<file path="src/rtl/beep_tone_gen.sv">
// Buzzer tone generator: accepts a tone period through a ready/valid handshake,
// plays a square wave for NOTE_LEN cycles, then returns to idle.
// Optional feature macro: BEEP_GAP_EN adds a silent GAP_LEN-cycle gap after each note.
module beep_tone_gen #(
  parameter int unsigned NOTE_LEN = 32'd12_500_000,
  parameter int unsigned GAP_LEN  = 32'd2_500_000
) (
  input  logic        clk,
  input  logic        rst,
  input  logic [31:0] period_in,
  input  logic        period_valid,
  output logic        period_ready,
  output logic        beep,
  output logic        note_done,
  output logic        busy
);

`ifdef BEEP_GAP_EN
  typedef enum logic [1:0] {StIdle, StPlay, StGap} state_e;
  localparam logic [31:0] GapLast = GAP_LEN - 32'd1;
`else
  typedef enum logic [1:0] {StIdle, StPlay} state_e;
  // GAP_LEN only matters when the gap is compiled in.
  logic w_unused_gap;
  assign w_unused_gap = ^GAP_LEN;
`endif

  localparam logic [31:0] NoteLast = NOTE_LEN - 32'd1;

  state_e      r_state, w_state_next;
  logic [31:0] r_period, w_period_next;
  logic [31:0] r_cnt, w_cnt_next;
  logic [31:0] r_dur, w_dur_next;
  logic        r_beep, w_beep_next;

  logic        w_handshake;
  logic        w_rest;
  logic [31:0] w_cnt_adv;
  logic        w_note_last;

  // Handshake and status outputs decoded straight from the state register.
  always_comb begin
    period_ready = (r_state == StIdle);
    busy         = (r_state != StIdle);
    w_handshake  = period_valid && period_ready;
    w_note_last  = (r_dur == NoteLast);
    note_done    = (r_state == StPlay) && w_note_last;
    beep         = r_beep;
  end

  // Period counter advance; periods 0 and 1 are rests and keep the counter parked at 0.
  always_comb begin
    w_rest = (r_period < 32'd2);
    if (w_rest || (r_cnt == r_period - 32'd1)) begin
      w_cnt_adv = 32'd0;
    end else begin
      w_cnt_adv = r_cnt + 32'd1;
    end
  end

  // Next-state logic for the note sequencer.
  always_comb begin
    w_state_next  = r_state;
    w_period_next = r_period;
    w_cnt_next    = r_cnt;
    w_dur_next    = r_dur;
    w_beep_next   = r_beep;
    unique case (r_state)
      StIdle: begin
        w_beep_next = 1'b0;
        if (w_handshake) begin
          w_period_next = period_in;
          w_cnt_next    = 32'd0;
          w_dur_next    = 32'd0;
          w_state_next  = StPlay;
          // High phase starts in the very first PLAY cycle.
          w_beep_next   = (period_in >= 32'd2);
        end
      end
      StPlay: begin
        w_cnt_next  = w_cnt_adv;
        w_dur_next  = r_dur + 32'd1;
        w_beep_next = (w_cnt_adv < (r_period >> 1));
        if (w_note_last) begin
          w_beep_next = 1'b0;
`ifdef BEEP_GAP_EN
          w_dur_next   = 32'd0;
          w_state_next = StGap;
`else
          w_state_next = StIdle;
`endif
        end
      end
`ifdef BEEP_GAP_EN
      StGap: begin
        w_beep_next = 1'b0;
        w_dur_next  = r_dur + 32'd1;
        if (r_dur == GapLast) begin
          w_state_next = StIdle;
        end
      end
`endif
      default: begin
        w_state_next = StIdle;
        w_beep_next  = 1'b0;
      end
    endcase
  end

  // State registers with asynchronous active-low reset.
  always_ff @(posedge clk or negedge rst) begin
    if (!rst) begin
      r_state  <= StIdle;
      r_period <= 32'd0;
      r_cnt    <= 32'd0;
      r_dur    <= 32'd0;
      r_beep   <= 1'b0;
    end else begin
      r_state  <= w_state_next;
      r_period <= w_period_next;
      r_cnt    <= w_cnt_next;
      r_dur    <= w_dur_next;
      r_beep   <= w_beep_next;
    end
  end

endmodule

</file>
<file path="config.mk">
export PLATFORM = sky130hd
export DESIGN_NAME = beep_tone_gen
export DESIGN_NICKNAME = d
export VERILOG_FILES = /design/src/rtl/beep_tone_gen.sv
export SDC_FILE = /design/constraint.sdc
export NUM_CORES = 1
export LEC_CHECK = 0
export BUFFER_PORTS_ARGS = -buffer_cell sky130_fd_sc_hd__buf_2
export CORE_MARGIN = 2
export CORE_UTILIZATION = 45
export CTS_CLUSTER_SIZE = 25
export DETAILED_ROUTE_END_ITERATION = 7
export PLACE_DENSITY_LB_ADDON = 0.15
export SYNTH_ARGS = -nofsm -noshare
export SYNTH_HDL_FRONTEND = slang
export SYNTH_SLANG_ARGS = --single-unit
</file>
<file path="constraint.sdc">
create_clock -name clk -period 4.93 [get_ports clk]
set_input_delay 0.7395 -clock clk [delete_from_list [all_inputs] [get_ports clk]]
set_output_delay 0.7395 -clock clk [all_outputs]
set_load 0.01 [all_outputs]
</file>
==> out/metrics.yaml <==
seqPwrFrac_pct: 42.9
min_path_type: "reg2reg"
synthToLayoutAreaGrowth_pct: 13.0
p_total_mw: 2.70
ant_nets: 0
fin_crit_sh_pct: 97.1
design.die.area_um2: 16000
postCtsHoldBufs: 0
status: "finished clean"
setup_viol: 0
end_kind: "register"
synthCells: 804
slew_viol_final: 0
routabilityCongestion: 0.935
cts_buffer_depth: 2
worst-path-buf-inv: 2
min_path_cells: 1
p_sw_share_pct: 36.7
synth_edf_count: 0
synth.top_cells.by_area: "dfrtp_1 (36%), xnor2_1 (6.5%), ha_1 (6.1%), nand2_1 (6.1%), o21ai_0 (5.1%)"
cp_max_fo: 14
crit_type: "reg2reg"
worst-r2r-cell-count: 19
nets: 916
worstPathArrival_ns: 5.03
grt_usage_pct: 24.9
slowest_stage: "or4_1"
drtIter0Drc: 361
via_count: 6327
die_x_um: 127
fin_crit_ns: 4.78
final-hold-violation-count: 0
synth_nets: 872
max-cap-violations: 0
clk_latency_ns: 0.36
pwr-share-comb_pct: 29.9
grt_pass1_vias: 5935
wl_per_cell_um: 19.1
cts_root_buf: "clkbuf_16"
cpMostUsedCell: "nand4_1"
place_area_um2: 7200
cts_tree: "built"
critical_path.max_stage_delay_ns: 0.63
seqCellArea_um2: 2460
gr-total-overflow: 0
row_count: 44
start_util_pct: 46.3
crit_family: "simple AND/OR/NAND/NOR gates"
drc: 0
finClkSkew_ns: 0.0107
via_per_inst: 6.10
path_depth: 19
n_antenna_cell: 0
hpwl_um: 14700
fillers: 1351
grt_first_pass_wirelength_um: 31500
postLayoutSetupSlackWorst_ns: 0.145
netlist.area_leader.share_pct: 36.3
power.internal_mw: 1.71
pwr_density_cell_nw_per_um2: 354
antenna_found_initial: 0
drive_gt1_share_pct: 13.5
power.switching_mw: 0.994
yosys.area.top_type: "dfrtp_1"
syn_area_per_cell_um2: 8.40
worst_pin_slew_ns: 0.919
clock_power_share_pct: 27.2
dpl_worst_slack_ns: -0.0783
maxSlewHeadroom_pct: 38.6
core_um2: 14600
tns_ns: 0
cp-start-kind: "register"
stdcell_area_um2: 7630
multiInputGateArea_um2: 4020
yosysWarnings: 0
leakage_nw: 3.16
fmax_mhz: 209
port_buffers: 38
synth_most_common_cell: "nand2_1"
drt-pass1-iter-count: 5
die_h_um: 127
synth_seq_cells: 98
ir_worst_vdd_uv: 283
ioPinCount: 39
grt_max_degree: 68
ys_seq_area_share_pct: 36.3
cts_buffers: 9
h-tree-depth: 3
syn-cell-area_um2: 6760
routed_wl_um: 19800
clkTransAtPathRegs_ns: 0.07
crit_chain: "or4_1 -> nor4_4 -> nand4_1 -> nand2b_1 -> a2111oi_0 -> a311oi_1 -> nor4b_4 -> buf_4 -> buf_12 -> nor3_1 -> ha_1 -> nand3_1 -> nor2_2 -> nand4_1 -> a2111oi_4 -> a211oi_1 -> o21ai_0 -> a21oi_1 -> o22a_2"
async_reset_ff_share_pct: 100
cts_sinks: 98
ys_types: 60
synth_ff_type: "dfrtp_1"
synthTopCellsByCount: "nand2_1 (110), dfrtp_1 (98), o21ai_0 (69), xnor2_1 (50), nand3_1 (46)"
required_ns: 5.18
## what timing repair did
action / 4_1_cts / 5_1_grt
endpoints found under the setup margin: 1 / 1
setup buffers: 0 / 5
resized for setup: 2 / 14
hold endpoints to repair: 0 / 0
gates cloned: 0 / 1
pin swaps: 0 / 5
## metal layers
metal | global-route usage (%) | vias to the layer above | wire [um]
met5 | 0 | - | 0
met4 | 8.92 | 0 | 508
met3 | 3.88 | 38 | 1260
met2 | 39.2 | 204 | 8950
met1 | 35.0 | 3074 | 9060
li1 | - | 3011 | -
## cell type report
class / instances / share of cell area (%)
multi-input cells: 626 / 52.7
well taps: 184 / 3.02
clock inverters: 7 / 0.984
inverters: 43 / 2.11
flip-flops and latches: 98 / 32.2
repair buffers: 70 / 6.07
clock buffers: 9 / 2.95
## sequential cells by signal, summed over array words and instances (netlist names)
name	flops
r_cnt	32
r_dur	32
beep	1
r_state	1
r_period	32
## final timing paths
| check | startpoint | to | slack [ns] |
|---|---|---|---|
| worst min-delay path | r_dur[31] | r_dur[31] | 0.49 |
| worst min register to register | r_dur[31] | r_dur[31] | 0.49 |
| worst max register to register | r_period[4] | beep | 0.15 |
| max in group asynchronous | rst | beep | 3.43 |
| worst max-delay path | r_period[4] | beep | 0.15 |
| min in group asynchronous | rst | r_cnt[17] | 0.51 |
## cell families after synthesis
kind of cell    synth area share, %
compound gates                 15.0
buf+inv                        5.37
fa+ha+maj                      6.11
xor+xnor                       9.21
mux                            1.33
simple gates                   26.7
flops                          36.3
## power groups by stage
stage	clock [mW]	combinational, mW	sequential, mW
2_1_floorplan	0	0.582	1.10
3_3_place_gp	0	0.761	1.16
3_5_place_dp	0	0.775	1.17
4_1_cts	0.751	0.784	1.16
5_1_grt	0.778	0.904	1.19
6_report	0.734	0.809	1.16
## through the flow
step	instances	util, %	hold slack, ns
after global placement	1015	49.3	0.466
after detailed placement	1015	49.3	0.486
after global routing	1037	52.3	0.529
final	1037	52.3	0.492
after floorplan	804	-	0.444
after CTS	1031	51.4	0.501
## layout by cell type (no fill, tap or decap), types with 21 or more instances in the layout
| cell | n |
|---|---|
| inv_1 | 41 |
| ha_1 | 33 |
| nor3_1 | 42 |
| nand3_1 | 46 |
| buf_2 | 37 |
| nand4_1 | 31 |
| o21ai_0 | 69 |
| xnor2_1 | 50 |
| o31ai_1 | 28 |
| nor2_1 | 37 |
| dfrtp_1 | 95 |
| nand2_1 | 110 |
| buf_4 | 31 |
| xor2_1 | 21 |
No activity file was read; power rests on OpenSTA's default activity.
